$ cat src/rtl/mem_ctrl_pkg.sv
// ---------------------------------------------------------------------------
// mem_ctrl_pkg
// Shared definitions for the byte-serialising memory controller:
//   - RegBus / MemAddrBus : data and address widths of the pipeline side
//   - ctrlState_e         : controller states IDLE / XFER / RWAIT / DONE
//   - laneByte()          : picks byte lane k (bits [8k+7:8k]) out of a word
// ---------------------------------------------------------------------------
package mem_ctrl_pkg;

  localparam int RegBus     = 32;
  localparam int MemAddrBus = 32;

  typedef enum logic [1:0] {
    IDLE  = 2'd0,
    XFER  = 2'd1,
    RWAIT = 2'd2,
    DONE  = 2'd3
  } ctrlState_e;

  // Little-endian lane select: lane k lives in bits [8k+7:8k].
  function automatic logic [7:0] laneByte(input logic [RegBus-1:0] word,
                                          input logic [1:0]        lane);
    return word[{lane, 3'b000} +: 8];
  endfunction

endpackage

$ cat src/rtl/mem_ctrl_if.sv
// ---------------------------------------------------------------------------
// mem_ctrl_if
// Request/response bus between the memory-access pipeline stage and the
// memory controller.
//   mem_ce_i   : request valid, held stable while stall_req is high
//   mem_we_i   : 1 = store, 0 = load
//   mem_sel_i  : store byte-lane enables
//   mem_addr_i : byte address (low two bits ignored)
//   mem_data_i : store data, lane-replicated by the requester
//   mem_data_o : loaded word
//   stall_req  : pipeline must hold while high
// Modports: master = pipeline side, slave = controller side.
// ---------------------------------------------------------------------------
interface mem_ctrl_if;
  import mem_ctrl_pkg::*;

  logic                  mem_ce_i;
  logic                  mem_we_i;
  logic [3:0]            mem_sel_i;
  logic [MemAddrBus-1:0] mem_addr_i;
  logic [RegBus-1:0]     mem_data_i;
  logic [RegBus-1:0]     mem_data_o;
  logic                  stall_req;

  modport master (
    output mem_ce_i, mem_we_i, mem_sel_i, mem_addr_i, mem_data_i,
    input  mem_data_o, stall_req
  );

  modport slave (
    input  mem_ce_i, mem_we_i, mem_sel_i, mem_addr_i, mem_data_i,
    output mem_data_o, stall_req
  );

endinterface

$ cat src/rtl/mem_ctrl.sv
// ---------------------------------------------------------------------------
// mem_ctrl
// Turns one 32-bit pipeline memory request into four byte accesses on a
// byte-wide synchronous RAM (read data one cycle after the address) and
// stalls the pipeline until the access has completed.
// Ports:
//   clk       : clock, all state changes on the rising edge
//   rst       : synchronous active-high reset
//   bus       : mem_ctrl_if.slave request/response bus
//   ram_addr  : byte address to the RAM, {word base, lane}
//   ram_dout  : byte written to the RAM
//   ram_din   : byte read from the RAM
//   ram_wr    : RAM write strobe for the current byte
// Parameter:
//   RAM_ADDR_W : RAM byte-address width; request address bits above it are
//                dropped.
// ---------------------------------------------------------------------------
module mem_ctrl
  import mem_ctrl_pkg::*;
#(
  parameter int RAM_ADDR_W = 17
) (
  input  logic                  clk,
  input  logic                  rst,
  mem_ctrl_if.slave             bus,
  output logic [RAM_ADDR_W-1:0] ram_addr,
  output logic [7:0]            ram_dout,
  input  logic [7:0]            ram_din,
  output logic                  ram_wr
);

  ctrlState_e              r_state;
  logic [1:0]              r_cnt;
  logic [RAM_ADDR_W-3:0]   r_base;
  logic                    r_we;
  logic [3:0]              r_sel;
  logic [RegBus-1:0]       r_wdata;
  logic [RegBus-1:0]       r_rdBuf;
  logic [RegBus-1:0]       r_memData;
  logic [1:0]              w_prevLane;

  // Read data lags the address by one cycle, so the byte arriving during
  // an XFER cycle belongs to the lane addressed in the previous cycle.
  assign w_prevLane = r_cnt - 2'd1;

  // RAM-side signals are decoded purely from registered state so nothing
  // on the request bus can ripple through to the RAM. The write strobe is
  // additionally gated by reset so an aborted store stops writing at once.
  assign ram_addr = {r_base, r_cnt};
  assign ram_dout = laneByte(r_wdata, r_cnt);
  assign ram_wr   = (r_state == XFER) && r_we && r_sel[r_cnt] && !rst;

  // The pipeline has to freeze the moment it raises a request in IDLE, so
  // stall follows mem_ce_i combinationally there; DONE releases the stall
  // so the pipeline advances on the same edge that returns us to IDLE.
  always_comb begin
    bus.stall_req = 1'b1;
    case (r_state)
      IDLE:    bus.stall_req = bus.mem_ce_i;
      XFER:    bus.stall_req = 1'b1;
      RWAIT:   bus.stall_req = 1'b1;
      DONE:    bus.stall_req = 1'b0;
      default: bus.stall_req = 1'b1;
    endcase
  end

  assign bus.mem_data_o = r_memData;

  // Main controller: latch the request in IDLE, walk the four byte lanes in
  // XFER, collect the last read byte in RWAIT, then spend one DONE cycle
  // handing control back. Loads fill the read buffer one cycle behind the
  // address; the loaded word is published only on the RWAIT->DONE edge so
  // mem_data_o holds steady across stores and idle periods.
  always_ff @(posedge clk) begin
    if (rst) begin
      r_state   <= IDLE;
      r_cnt     <= 2'd0;
      r_base    <= '0;
      r_we      <= 1'b0;
      r_sel     <= 4'd0;
      r_wdata   <= '0;
      r_rdBuf   <= '0;
      r_memData <= '0;
    end else begin
      case (r_state)
        IDLE: begin
          if (bus.mem_ce_i) begin
            r_base  <= bus.mem_addr_i[RAM_ADDR_W-1:2];
            r_we    <= bus.mem_we_i;
            r_sel   <= bus.mem_sel_i;
            r_wdata <= bus.mem_data_i;
            r_cnt   <= 2'd0;
            r_state <= XFER;
          end
        end
        XFER: begin
          if (!r_we && (r_cnt != 2'd0)) begin
            r_rdBuf[{w_prevLane, 3'b000} +: 8] <= ram_din;
          end
          r_cnt <= r_cnt + 2'd1;
          if (r_cnt == 2'd3) begin
            r_state <= r_we ? DONE : RWAIT;
          end
        end
        RWAIT: begin
          r_rdBuf[31:24] <= ram_din;
          r_memData      <= {ram_din, r_rdBuf[23:0]};
          r_state        <= DONE;
        end
        DONE: begin
          r_state <= IDLE;
        end
        default: begin
          r_state <= IDLE;
        end
      endcase
    end
  end

endmodule

$ cat src/flat_wrapper.sv
// flat-port wrapper written by rule: the top's interface ports become plain ports
module mem_ctrl_flat import mem_ctrl_pkg::*;
#(
  parameter int RAM_ADDR_W = 17
)
  (clk, rst, ram_addr, ram_dout, ram_din, ram_wr, bus_mem_ce_i, bus_mem_we_i, bus_mem_sel_i, bus_mem_addr_i, bus_mem_data_i, bus_mem_data_o, bus_stall_req);
  mem_ctrl_if bus_i ();
  input  logic clk;
  input  logic rst;
  output logic [RAM_ADDR_W-1:0] ram_addr;
  output logic [7:0] ram_dout;
  input  logic [7:0] ram_din;
  output logic ram_wr;
  input wire logic [$bits(bus_i.mem_ce_i)-1:0] bus_mem_ce_i;
  input wire logic [$bits(bus_i.mem_we_i)-1:0] bus_mem_we_i;
  input wire logic [$bits(bus_i.mem_sel_i)-1:0] bus_mem_sel_i;
  input wire logic [$bits(bus_i.mem_addr_i)-1:0] bus_mem_addr_i;
  input wire logic [$bits(bus_i.mem_data_i)-1:0] bus_mem_data_i;
  output wire logic [$bits(bus_i.mem_data_o)-1:0] bus_mem_data_o;
  output wire logic [$bits(bus_i.stall_req)-1:0] bus_stall_req;
  assign bus_i.mem_ce_i = bus_mem_ce_i;
  assign bus_i.mem_we_i = bus_mem_we_i;
  assign bus_i.mem_sel_i = bus_mem_sel_i;
  assign bus_i.mem_addr_i = bus_mem_addr_i;
  assign bus_i.mem_data_i = bus_mem_data_i;
  assign bus_mem_data_o = bus_i.mem_data_o;
  assign bus_stall_req = bus_i.stall_req;
  mem_ctrl #(.RAM_ADDR_W(RAM_ADDR_W)) u_core (.clk(clk), .rst(rst), .bus(bus_i), .ram_addr(ram_addr), .ram_dout(ram_dout), .ram_din(ram_din), .ram_wr(ram_wr));
endmodule
$ cat config.mk
export PLATFORM = sky130hd
export DESIGN_NAME = mem_ctrl_flat
export DESIGN_NICKNAME = d
export VERILOG_FILES = /design/src/rtl/mem_ctrl_pkg.sv /design/src/rtl/mem_ctrl_if.sv /design/src/rtl/mem_ctrl.sv /design/src/flat_wrapper.sv
export SDC_FILE = /design/constraint.sdc
export NUM_CORES = 1
export LEC_CHECK = 0
export BUFFER_PORTS_ARGS = -buffer_cell sky130_fd_sc_hd__buf_2
export CAP_MARGIN = 20
export CORE_MARGIN = 3
export CORE_UTILIZATION = 46
export DETAILED_ROUTE_END_ITERATION = 8
export HOLD_SLACK_MARGIN = 0.06
export MAX_ROUTING_LAYER = met4
export PLACE_DENSITY = 0.83
export SYNTH_ARGS = -nofsm -noshare
export SYNTH_HDL_FRONTEND = slang
export SYNTH_SLANG_ARGS = --single-unit
export TNS_END_PERCENT = 1
$ cat constraint.sdc
create_clock -name clk -period 1.9 [get_ports clk]
set_input_delay 0.19 -clock clk [delete_from_list [all_inputs] [get_ports clk]]
set_output_delay 0.19 -clock clk [all_outputs]
set_load 0.03 [all_outputs]
==> results.ini <==
[detailed_routing]
vias_per_cell = 5.146
drt-wirelength-per-cell_um = 14.67
remaining_drc_errors = 0
firstDrtPassIters = 4
antenna_violating_nets_post_route = 0
detail_route.wirelength_um = 11460
num_vias = 4019
drc_violation_total_after_the_first_tritonroute_iteration = 151

[yosys]
yosysUniqueCellTypes = 30
synth.top_cells.by_area = sky130_fd_sc_hd__dfxtp_1 50%, sky130_fd_sc_hd__nand2_1 11%, sky130_fd_sc_hd__a21oi_1 8.9%, sky130_fd_sc_hd__mux2i_1 7.4%, sky130_fd_sc_hd__mux4_1 5.3%
synth_seq_cells = 112
async_reset_ff_frac = 0
netlist.top_cell.by_area = sky130_fd_sc_hd__dfxtp_1
synth_area_per_cell_um2 = 9.053
seq_area_frac_synth = 0.5024
postSynth.topFlopCell = sky130_fd_sc_hd__dfxtp_1
post_synth_edffs = 0
post_synth_net_total = 582
synth_largest_type_area_fraction = 0.5024
yosys_warnings = 0
post_synth_inst_count = 493
syn_area_mm2 = 0.004463

[pwr]
design_power_mw = 6.401
clock_group_share_of_total_power = 0.214
power_density_mw_per_mm2 = 1086
switching_share = 0.3684
vdd_ir_drop_max_mv = 0.6022
switchingPower_mw = 2.358
internal-power_mw = 4.043
power.combinational.fraction = 0.353
sequentialPowerShare = 0.433
leakagePower_nw = 2.449

[clock_tree]
worst_skew_pair.late_latency_ns = 0.36
cts_tree = done
cts.htree.levels = 3
numCtsBuffers = 9
cts_buffer_depth = 2
cts_root_buffer = sky130_fd_sc_hd__clkbuf_8
cts_clock_pin_slew_for_the_worst_setup_and_hold_paths_ns = 0.11
sink_count = 112

[job]
max_cap_viol_count = 0

[setup_path]
cp_max_fo = 9
critical_path.reg2reg.endpoint = u_core.r_rdBuf[22]
cp_data_arrival_time_ns = 1.66
worst-setup-path-type = flip-flop to primary output
worst_path_largest_cell_delay_ns = 0.56
worst_r2r_setup_slack_ns = 0.12
timing.critical_path.slowest_stage_cell = sky130_fd_sc_hd__mux4_1
worstPathCellList = buf_8, mux4_1, buf_2
crit_path_end_kind = primary output
worst_path_dominant_cell_family = multiplexers
critical_path.startpoint_type = flip-flop
worstReg2RegStart = u_core.r_cnt[0]
timing.reg2reg.worst_path_depth = 6
worstPathBufferInverterCount = 2
timing.critical_path.required_ns = 1.71

[timing]
rsz0062_at_grt = yes
max_clock_freq_ghz = 0.5402
finalCritPeriodShare = 0.9743
worst_slew_pin_slew_ns = 0.5061
timing_hold_violations_final = 0
finalSetupTns_ns = 0
layout_min_cycle_time_ns = 1.851
timing.clock.skew_ns = 0.01139
slew_headroom = 0.6626
timing.final.setup_violations = 0
fin_ws_ns = 0.04885
timing_max_transition_violations_final = 0

[global_routing]
globalRouteOverflowTotal = 0
grt.total_usage = 0.2141
grt_pass1_vias = 3973
grt_max_degree = 53
antenna_violations_before_repair = 0
grt_first_pass_wirelength_um = 18620

[layout]
flow.area_growth_from_synthesis_pct = 32.04
share_of_post_route_cells_with_drive_strength_above_1 = 0.2485
insertedDiodeCount = 0
final_net_count = 736
final_cell_count_no_fill = 781

[min_path]
hold_path_class = primary input to flip-flop
worstHoldEndpoint = u_core.r_wdata[20]
hold_path.startpoint = bus_mem_data_i[20]
whs_path_depth = 3

[floorplanning]
die-area_mm2 = 0.01092
area_of_the_core_region_mm2 = 0.009328
initial_core_util = 0.4785
die_h_um = 104.5
row_count = 35
num_io_pins = 139
fp.dieW_um = 104.5

[placed_design]
io_buffers = 121
dp.cells = 714
pre_cts_worst_setup_slack_ns = 0.04596
gp_routability_congestion = 0.7990
hpwl_um = 7292

[outcome]
run_status = finished clean

-- routing by layer --
| metal | part of all wire | vias up | global-route usage |
|---|---|---|---|
| li1 | - | 1963 | - |
| met1 | 0.39 | 1872 | 0.2402 |
| met2 | 0.52 | 156 | 0.3782 |
| met3 | 0.068 | 28 | 0.04283 |
| met4 | 0.021 | 0 | 0.07502 |
| met5 | 0 | - | - |
-- worst min-delay path, stage by stage --
cell and delay [ns]:
sky130_fd_sc_hd__buf_2 0.10, sky130_fd_sc_hd__nand2_1 0.05, sky130_fd_sc_hd__a21oi_1 0.06
-- worst max path at each step --
stage               startpoint  cells past startpoint                 end  slack [ns]
6_report       u_core.r_cnt[0]                      3         ram_dout[2]        0.05
5_1_grt        u_core.r_cnt[0]                      3         ram_dout[2]       -0.02
4_1_cts        u_core.r_cnt[0]                      3         ram_dout[2]       0.003
3_5_place_dp   u_core.r_cnt[0]                      5  u_core.r_rdBuf[22]        0.05
3_3_place_gp   u_core.r_cnt[0]                      5  u_core.r_rdBuf[17]        0.16
2_1_floorplan  u_core.r_cnt[0]                      6  u_core.r_rdBuf[20]        0.07
-- stage by stage --
stage | hold WS (ns) | cell area, um2 | util
after floorplan | 0.3260 | 4466 | -
after global placement | 0.4291 | 5157 | 0.5529
after detailed placement | 0.4355 | 5157 | 0.5529
after CTS | 0.06084 | 5876 | 0.6299
after global routing | 0.07168 | 5893 | 0.6318
final | 0.07669 | 5893 | 0.6318
-- Yosys cell counts (all sizes together), types with 2 or more instances --
master	instances
mux2i	33
dfxtp	112
nand2	131
nor3b	2
and4bb	2
nand4bb	3
nor2	33
a21oi	79
mux4	9
nand2b	2
buf	23
inv	4
nand3	26
clkbuf	15
ha	9
-- cell type report --
class,instances,area (um2)
clock buffers,9,123.9
clock inverters,7,66.31
fillers,720,3435
inverters,4,15.01
multi-input cells,339,2043
flip-flops and latches,112,2248
well taps,129,161.4
repair buffers,181,1235
-- kinds of logic (layout without fill, tap and decap cells) --
family / after synthesis / after routing / share of synthesized area
AO/OA/AOI/OAI: 83 / 83 / 0.09616
adder cells (fa/ha/maj): 9 / 9 / 0.02523
multiplexers: 43 / 43 / 0.1295
buffers and inverters: 42 / 201 / 0.04514
AND/OR/NAND/NOR: 204 / 204 / 0.2016
flip-flops: 112 / 112 / 0.5024
-- registers in the layout (all words and copies together), names as in the netlist --
name                   count
u_core.bus.mem_data_o     32
u_core.r_sel               4
u_core.r_state             2
u_core.r_rdBuf            24
u_core.r_we                1
u_core.r_base             15
u_core.r_cnt               2
u_core.r_wdata            32
-- cells in the final DEF, fill, tap and decap left out, types with 2 or more instances in the layout --
master and n:
sky130_fd_sc_hd__a21oi_1 79, sky130_fd_sc_hd__buf_12 3, sky130_fd_sc_hd__buf_2 118, sky130_fd_sc_hd__buf_4 9, sky130_fd_sc_hd__clkbuf_8 9, sky130_fd_sc_hd__dfxtp_1 109
sky130_fd_sc_hd__dfxtp_2 2, sky130_fd_sc_hd__dlygate4sd3_1 49, sky130_fd_sc_hd__ha_1 6, sky130_fd_sc_hd__ha_2 2, sky130_fd_sc_hd__inv_1 3, sky130_fd_sc_hd__inv_6 4
sky130_fd_sc_hd__inv_8 2, sky130_fd_sc_hd__mux2i_1 33, sky130_fd_sc_hd__mux4_1 9, sky130_fd_sc_hd__nand2_1 131, sky130_fd_sc_hd__nand2b_1 2, sky130_fd_sc_hd__nand3_1 26
sky130_fd_sc_hd__nand4bb_1 3, sky130_fd_sc_hd__nor2_1 33
-- power groups by stage --
stage	sequential (mW)	clock [mW]	combinational, mW
floorplan	2.99	0	1.35
global placement	2.80	0	2.01
detailed placement	2.83	0	2.08
CTS	2.77	1.40	2.23
global route	2.80	1.49	2.45
finish	2.77	1.37	2.26
-- what timing repair did --
item                                    CTS  global route
pin swaps                                 0             1
endpoints found under the hold margin    49             0
endpoints found under the setup margin    8            13
resized for setup                         6             7
hold buffers                             49             0
setup buffers                             2             0
cloned                                    0             0
No activity file was read; power rests on OpenSTA's default activity.
